--- config.mk ---
export PLATFORM = sky130hd
export DESIGN_NAME = btn_intr_sched_flat
export DESIGN_NICKNAME = d
export VERILOG_FILES = /design/src/rtl/btn_intr_sched_pkg.sv /design/src/rtl/btn_intr_sched_if.sv /design/src/rtl/btn_intr_sched_debounce.sv /design/src/rtl/btn_intr_sched.sv /design/src/flat_wrapper.sv
export SDC_FILE = /design/constraint.sdc
export NUM_CORES = 1
export LEC_CHECK = 0
export BUFFER_PORTS_ARGS = -buffer_cell sky130_fd_sc_hd__buf_2
export CAP_MARGIN = 20
export CORE_AREA = 5 5 78 80
export CTS_CLUSTER_SIZE = 40
export DETAILED_ROUTE_END_ITERATION = 12
export DIE_AREA = 0 0 83 85
export SYNTH_ARGS = -nofsm -noshare
export SYNTH_HDL_FRONTEND = slang
export SYNTH_HIERARCHICAL = 1
export SYNTH_SLANG_ARGS = --single-unit
--- constraint.sdc ---
create_clock -name clk -period 2.55 [get_ports clk]
set_clock_uncertainty 0.1 [all_clocks]
set_input_delay 0.255 -clock clk [delete_from_list [all_inputs] [get_ports clk]]
set_output_delay 0.255 -clock clk [all_outputs]
set_load 0.02 [all_outputs]
--- src/rtl/btn_intr_sched_pkg.sv ---
// Shared types and width helpers for the button-to-interrupt scheduler.
// INTR_TIMEOUT_EN selects whether the ASSERT dwell timeout is built.
package btn_intr_pkg;

  typedef enum logic [1:0] {
    ST_IDLE   = 2'd0,
    ST_ASSERT = 2'd1,
    ST_GAP    = 2'd2
  } state_t;

`ifdef INTR_TIMEOUT_EN
  localparam bit TMO_EN = 1'b1;
`else
  localparam bit TMO_EN = 1'b0;
`endif

  // Bits needed for a counter running 0 .. n-1 (never less than one bit).
  function automatic int cnt_w(input int n);
    return (n > 1) ? $clog2(n) : 1;
  endfunction

  // The dwell counter times GAP and, when the timeout is built, ASSERT too.
  function automatic int dwell_w(input int gap_cyc, input int ack_timeout, input bit tmo_en);
    return cnt_w((tmo_en && (ack_timeout > gap_cyc)) ? ack_timeout : gap_cyc);
  endfunction

endpackage

--- src/rtl/btn_intr_sched_if.sv ---
// Interrupt handshake between the scheduler (master) and the TramelBlaze (slave).
interface btn_intr_sched_if;
  logic interrupt;
  logic intr_ack;
  logic dir_out;

  modport master (output interrupt, output dir_out, input intr_ack);
  modport slave  (input interrupt, input dir_out, output intr_ack);
endinterface

--- src/rtl/btn_intr_sched_debounce.sv ---
// Two-flop synchroniser plus stability counter: db_level_o follows btn_i only
// after the synchronised input has differed from it for DB_TICKS cycles.
module debounce_filter
  import btn_intr_pkg::*;
#(
  parameter int DB_TICKS = 2_000_000
) (
  input  logic clk,
  input  logic reset_n,
  input  logic btn_i,
  output logic db_level_o
);

  localparam int            CW   = cnt_w(DB_TICKS);
  localparam logic [CW-1:0] LAST = CW'(DB_TICKS - 1);

  logic          sync1_q, sync2_q;
  logic          level_q, level_d;
  logic [CW-1:0] cnt_q, cnt_d;

  always_ff @(posedge clk or negedge reset_n) begin
    if (!reset_n) begin
      sync1_q <= 1'b0;
      sync2_q <= 1'b0;
      level_q <= 1'b0;
      cnt_q   <= '0;
    end else begin
      sync1_q <= btn_i;
      sync2_q <= sync1_q;
      level_q <= level_d;
      cnt_q   <= cnt_d;
    end
  end

  // Any cycle where input and level agree restarts the stability window.
  always_comb begin
    level_d = level_q;
    cnt_d   = '0;
    if (sync2_q != level_q) begin
      if (cnt_q == LAST) level_d = sync2_q;
      else               cnt_d   = cnt_q + CW'(1);
    end
  end

  assign db_level_o = level_q;

endmodule

--- src/rtl/btn_intr_sched.sv ---
// Turns debounced button presses into one TramelBlaze interrupt each, queuing
// presses while an interrupt is outstanding. Define INTR_TIMEOUT_EN to abandon
// an interrupt that is not acknowledged within ACK_TIMEOUT cycles.
module btn_intr_sched
  import btn_intr_pkg::*;
#(
  parameter int DB_TICKS    = 2_000_000,
  parameter int PEND_W      = 4,
  parameter int GAP_CYC     = 4,
  parameter int ACK_TIMEOUT = 1_000_000
) (
  input  logic                clk,
  input  logic                reset_n,
  input  logic                btn_in,
  input  logic                sw_uhdl,
  btn_intr_sched_if.master    bus,
  output logic [PEND_W-1:0]   pend_cnt,
  output logic                db_level,
  output logic                overflow,
  output logic                timeout_err
);

  localparam int                DW_W     = dwell_w(GAP_CYC, ACK_TIMEOUT, TMO_EN);
  localparam logic [DW_W-1:0]   GAP_LAST = DW_W'(GAP_CYC - 1);
  localparam logic [PEND_W-1:0] PEND_MAX = '1;

  state_t            state_q, state_d;
  logic [DW_W-1:0]   dwell_q, dwell_d;
  logic [PEND_W-1:0] pend_q, pend_d;
  logic              sw_s1_q, sw_s2_q;
  logic              db_level_q;
  logic              dir_q, dir_d;
  logic              ovf_q, ovf_d;
  logic              irq;
  logic              press, issue, expired;

  debounce_filter #(.DB_TICKS(DB_TICKS)) u_debounce (
    .clk        (clk),
    .reset_n    (reset_n),
    .btn_i      (btn_in),
    .db_level_o (db_level)
  );

  assign press = db_level & ~db_level_q;
  assign issue = (state_q == ST_IDLE) && (pend_q != '0);

`ifdef INTR_TIMEOUT_EN
  localparam logic [DW_W-1:0] TMO_LAST = DW_W'(ACK_TIMEOUT - 1);
  logic tmo_q;

  // An ack on the final cycle wins; the abandoned event is not re-queued.
  assign expired = (state_q == ST_ASSERT) && (dwell_q == TMO_LAST) && !bus.intr_ack;

  always_ff @(posedge clk or negedge reset_n) begin
    if (!reset_n) tmo_q <= 1'b0;
    else          tmo_q <= tmo_q | expired;
  end

  assign timeout_err = tmo_q;
`else
  assign expired     = 1'b0;
  assign timeout_err = 1'b0;
`endif

  // State register.
  always_ff @(posedge clk or negedge reset_n) begin
    if (!reset_n) begin
      state_q <= ST_IDLE;
      dwell_q <= '0;
    end else begin
      state_q <= state_d;
      dwell_q <= dwell_d;
    end
  end

  // Next-state logic; intr_ack only matters while asserting.
  always_comb begin
    state_d = state_q;
    dwell_d = '0;
    unique case (state_q)
      ST_IDLE: begin
        if (issue) state_d = ST_ASSERT;
      end
      ST_ASSERT: begin
        if (bus.intr_ack || expired) state_d = ST_GAP;
`ifdef INTR_TIMEOUT_EN
        else                         dwell_d = dwell_q + DW_W'(1);
`endif
      end
      ST_GAP: begin
        if (dwell_q == GAP_LAST) state_d = ST_IDLE;
        else                     dwell_d = dwell_q + DW_W'(1);
      end
      default: state_d = ST_IDLE;
    endcase
  end

  // Output logic.
  always_comb begin
    irq = (state_q == ST_ASSERT);
  end

  // Pending-press counter, overflow flag and direction latch.
  always_comb begin
    pend_d = pend_q;
    ovf_d  = ovf_q;
    dir_d  = issue ? sw_s2_q : dir_q;
    if (press && !issue) begin
      if (pend_q == PEND_MAX) ovf_d  = 1'b1;
      else                    pend_d = pend_q + PEND_W'(1);
    end else if (issue && !press) begin
      pend_d = pend_q - PEND_W'(1);
    end
  end

  always_ff @(posedge clk or negedge reset_n) begin
    if (!reset_n) begin
      sw_s1_q    <= 1'b0;
      sw_s2_q    <= 1'b0;
      db_level_q <= 1'b0;
      pend_q     <= '0;
      ovf_q      <= 1'b0;
      dir_q      <= 1'b0;
    end else begin
      sw_s1_q    <= sw_uhdl;
      sw_s2_q    <= sw_s1_q;
      db_level_q <= db_level;
      pend_q     <= pend_d;
      ovf_q      <= ovf_d;
      dir_q      <= dir_d;
    end
  end

  assign bus.interrupt = irq;
  assign bus.dir_out   = dir_q;
  assign pend_cnt      = pend_q;
  assign overflow      = ovf_q;

endmodule

--- src/flat_wrapper.sv ---
// flat-port wrapper written by rule: the top's interface ports become plain ports
module btn_intr_sched_flat import btn_intr_pkg::*;
#(
  parameter int DB_TICKS    = 2_000_000,
  parameter int PEND_W      = 4,
  parameter int GAP_CYC     = 4,
  parameter int ACK_TIMEOUT = 1_000_000
)
  (clk, reset_n, btn_in, sw_uhdl, pend_cnt, db_level, overflow, timeout_err, bus_interrupt, bus_dir_out, bus_intr_ack);
  btn_intr_sched_if bus_i ();
  input  logic clk;
  input  logic reset_n;
  input  logic btn_in;
  input  logic sw_uhdl;
  output logic [PEND_W-1:0] pend_cnt;
  output logic db_level;
  output logic overflow;
  output logic timeout_err;
  output wire logic [$bits(bus_i.interrupt)-1:0] bus_interrupt;
  output wire logic [$bits(bus_i.dir_out)-1:0] bus_dir_out;
  input wire logic [$bits(bus_i.intr_ack)-1:0] bus_intr_ack;
  assign bus_interrupt = bus_i.interrupt;
  assign bus_dir_out = bus_i.dir_out;
  assign bus_i.intr_ack = bus_intr_ack;
  btn_intr_sched #(.DB_TICKS(DB_TICKS), .PEND_W(PEND_W), .GAP_CYC(GAP_CYC), .ACK_TIMEOUT(ACK_TIMEOUT)) u_core (.clk(clk), .reset_n(reset_n), .btn_in(btn_in), .sw_uhdl(sw_uhdl), .bus(bus_i), .pend_cnt(pend_cnt), .db_level(db_level), .overflow(overflow), .timeout_err(timeout_err));
endmodule
* Yosys cells after proc, flatten, opt, wreduce, memory -nomap -nowiden *
Cells that the tools add are included.

operators by class
  add/sub/neg operators = 4
  multipliers = 0
  div/mod/pow operators = 0
  $lt $le $gt $ge = 0
  eq/ne operators = 10
  shift-type cells = 0
  multiplexer cells = 11
  bitwise logic cells = 2
  reductions and logical operators = 12

operator list
  operator                                          count
  2-to-1 mux 21 bit                                 2
  adder 21 x 1 -> 21 bit, second input constant     1
  == test 21 bit, second input constant             1
  2-to-1 mux 4 bit                                  3
  2-to-1 mux 2 bit                                  5
  != test 2 x 1 -> 1 bit, second input constant     3
  one-hot mux 2 bit (3 select lines)                1
  AND reduction 2 bit                               3
  adder 4 x 1 -> 4 bit, second input constant       1
  == test 2 bit, second input constant              2
  == test 4 bit, second input constant              1
  nonzero test 4 bit                                1
  subtractor 4 x 1 -> 4 bit, second input constant  1
  logical AND 1 bit                                 3
  AND reduction 3 bit                               1
  adder 2 x 1 -> 2 bit, second input constant       1
  == test 2 x 1 -> 1 bit, second input constant     1
  zero test 1 bit                                   2
  zero test 2 bit                                   1
  != test 2 bit, second input constant              1
  nonzero test 2 bit                                1
  bitwise AND 1 bit                                 1
  != test 1 bit                                     1
  inverter 1 bit                                    1

storage, ports and cells
  register bits after elaboration = 37
  latch bits = 0
  bits in writable memories = 0
  memory bits (read-only) = 0
  input bits = 5
  output and inout port bits = 9
  logic and storage cells = 51
  memories kept = 0

* Logic depth before layout (Yosys ltp) *
  depth after elaboration = 6
  gate-level depth with buffers = 8
  gate-level depth less buffers = 8

* Modules after synthesis *
Netlist, hierarchy kept.

modules (own cells, without submodules)
  module           times used  cells each  area each (sq um)
  debounce_filter  1           119         1,197.4
  btn_intr_sched   1           46          594.3

* Worst setup path before layout *
Ideal clock, no wire load.

  path kind = register -> register
  start point = register u_core.pend_q[2] (netlist: u_core/pend_cnt[2])
  end point = register u_core.pend_q[3] (netlist: u_core/pend_cnt[3])
  library setup time = 0.080 ns
  arrival = 2.048 ns
  data required time = 2.370 ns
  slack = 0.322 ns
  cell stages (with the launch flop) = 9
  path buffers = 0
  period minus slack after synthesis = 2.228 ns
  path through = dfrtp_1 nor4_2 or2_1 nand2_1 ha_1 a21o_1 a21oi_1 mux2i_1 xor2_1

on the way
  longest elaborated chain between the ends = 6

RTL lines
  what                                                                               line                   RTL
  start: declaration                                                                 btn_intr_sched.sv:29   logic [PEND_W-1:0] pend_q, pend_d;
  start signal: assignment                                                           btn_intr_sched.sv:128  pend_q <= pend_d;
  parallel branches: the longest is 6 deep, another holds subtractor 4 x 1 -> 4 bit  n/a

Parallel ways; which one is timed is not known. The select of a mux whose other input is x is not followed.
A chain may end at the register's enable or synchronous reset.

* Worst setup path in the final report *
Same ends and word-level chain as after synthesis.

==> flow_summary.toml <==
[clock_tree]
postCtsSetupBuffers = 0
cts_buffers = 5
clockBufferDepth = 2
clockRootBuffer = "clkbuf_8"
cts_tree = "yes"
cts_sinks = 37
cts_max_level = 2
clk_latency_ps = 280
path_clk_slew_ps = 70

[detailed_routing]
route.vias.total = 1246
routed_wl_um = 3220
drtIter0Drc = 47
routed_via_density = 4.81
drtAntennaViolNets = 0
drtPass1Iterations = 4
avgRoutedWirePerCell_um = 12.4
drc = 0

[pwr]
p_switching_uw = 219
power_frac_clock = 0.375
p_seq_frac = 0.587
p_int_uw = 802
swShare = 0.214
p_comb_frac = 0.038
p_per_area_nw_per_um2 = 497
max-vdd-ir-drop_mv = 0.300
p_leak_uw = 0.000931

[timing]
layout_worst_path_cycle_share = 0.907
period_needed_ps = 2310
worst_pin_slew_ps = 826
setup_tns_ps = 0
hold_viol = 0
drv_slew = 0
setup_viol = 0
rsz0062_at_grt = "no"
slew_headroom = 0.449
fmax_ghz = 0.432

[global_route]
grt_max_degree = 38
antenna_found_initial = 0
grt_pass1_vias = 1211
grt_pass1_wl_um = 5600
groute.usage.overall = 0.0981
grt_overflow = 0

[critical_path]
worstPathArrival_ps = 2420
path_buf_inv = 0
worstSetupEndpointType = "register"
path_delay_family = "simple AND/OR/NAND/NOR gates"
crit_path_max_incr_delay_ps = 430
crit_chain = "nor4_2, or2_1, nand2_1, ha_1, a21o_1, a21oi_1, mux2i_1, xor2_1"
critical_path_class = "reg2reg"
worst-path-max-fanout = 5
cpMaxStageDelayCell = "dfrtp_1"
cp.required_ps = 2660
cp-start-kind = "register"

[synthesis]
avgSynthCellArea_um2 = 10.9
synth_edf_count = 0
ys_warn_count = 6
ys_async_sr_fraction = 1.00
yosys.cell_types.count = 45
synthFlopType = "dfrtp_1"
syn_inst = 165
synth.net_count = 175
ys_seq_elements = 37
yosysSeqAreaShare = 0.517
yosys-top-cells-area = "dfrtp_1, xor2_1, nor2_1"
syn_area_um2 = 1790
synth.largest_area_cell = "dfrtp_1"
yosysTopAreaCellShare = 0.517

[floorplan]
ioPinCount = 14
chipWidth_um = 83
dieArea_um2 = 7060
initial_core_util = 0.336
core_um2 = 5340
die_y_um = 85
std_cell_rows = 27

[finish]
drive_above_1_share = 0.144
fillers = 560
syn2layout_area_growth_pct = 14.6
fin_util = 0.385
layout.nets = 196
final_common_cell = "dfrtp_1"
antenna_cells = 0
final_cell_mix = "dfrtp_1, nor2_1, buf_2"

[placed_design]
dp_hpwl_um = 2280
port_buffers = 12
place_congestion = 0.741

[hold_path]
hp-class = "in2reg"

[outcome]
outcome = "completed"

[job]
drv_cap = 0
## cell usage after synthesis (2+ instances only)
cell type / instances
a21oi_1: 9
and2_1: 3
and3_1: 2
and4_1: 4
dfrtp_1: 37
ha_1: 4
inv_1: 5
mux2_1: 3
nand2_1: 9
nand3_1: 8
nand4_1: 6
nor2_1: 16
nor3_1: 3
o21ai_0: 8
or2_1: 2
or3_1: 4
xnor2_1: 6
xor2_1: 9
## cell type report
type                       count  area (um2)  share of cell area
clock buffer                   8        80.1              0.0390
inverter                       5        18.8             0.00914
multi-input combinational    121         828               0.403
sequential                    37         926               0.451
tap                           72        90.1              0.0439
timing repair buffer          16         110              0.0536
## power by group through the flow
stage	logic (uW)	registers [uW]	clock network, uW
floorplan	17.3	609	0
global placement	36.6	610	0
detailed placement	36.5	611	0
CTS	40.1	599	404
global route	44.9	600	433
finish	38.7	599	383
## state kept, by name, summed over array words and instances, names as in the netlist, 2 cells and up
register,flops
u_core/dwell_q,2
u_core/pend_cnt,4
u_core/u_debounce/cnt_q,21
u_core/state_q,2
## through the flow
step	hold slack [ps]	instances	setup slack, ps	area (um2)	total power, uW
floorplan	-141	165	322	1790	626
global placement	234	248	306	1940	647
detailed placement	239	248	259	1940	647
CTS	72.4	259	231	2050	1040
global route	107	259	71.2	2050	1080
finish	79.8	259	238	2050	1020
## layer usage
| metal | vias up | global-route usage | share of wire |
|---|---|---|---|
| met2 | 9 | 0.160 | 0.47 |
| met1 | 598 | 0.123 | 0.49 |
| met4 | 0 | 0.0401 | 0.018 |
| met5 | - | 0 | 0 |
| met3 | 6 | 0.0272 | 0.025 |
| li1 | 633 | - | - |
## what timing repair did
| item | in CTS | in global routing |
|---|---|---|
| hold endpoints to repair | 31 | 0 |
| setup endpoints to repair | 0 | 0 |
| gates resized for setup | 0 | 0 |
| hold buffers | 3 | 0 |
## final timing paths
| check | from | end | slack, ps | depth (start not counted) |
|---|---|---|---|---|
| min in group asynchronous | reset_n | u_core/sw_s2_q | 520 | 2 |
| max reg2reg | u_core/pend_cnt[2] | u_core/pend_cnt[3] | 240 | 8 |
| max | u_core/pend_cnt[2] | u_core/pend_cnt[3] | 240 | 8 |
| min reg2reg | u_core/sw_s1_q | u_core/sw_s2_q | 250 | 0 |
| max in group asynchronous | reset_n | u_core/bus.dir_out | 1310 | 2 |
| min | bus_intr_ack | u_core/state_q[0] | 80 | 2 |
## logic make-up (layout without fill, tap and decap cells)
family / count (synthesis) / in the layout / share of synthesized area
AOI/OAI and AO/OA: 23 / 23 / 0.0810
xor gates and xnor gates: 15 / 15 / 0.0733
adders and majority gates: 5 / 5 / 0.0391
buffers and inverters: 7 / 29 / 0.0210
DFF: 37 / 37 / 0.517
muxes: 5 / 5 / 0.0307
other: 1 / 1 / 0.00209
and+or+nand+nor: 72 / 72 / 0.236
No activity file was read; power rests on OpenSTA's default activity.
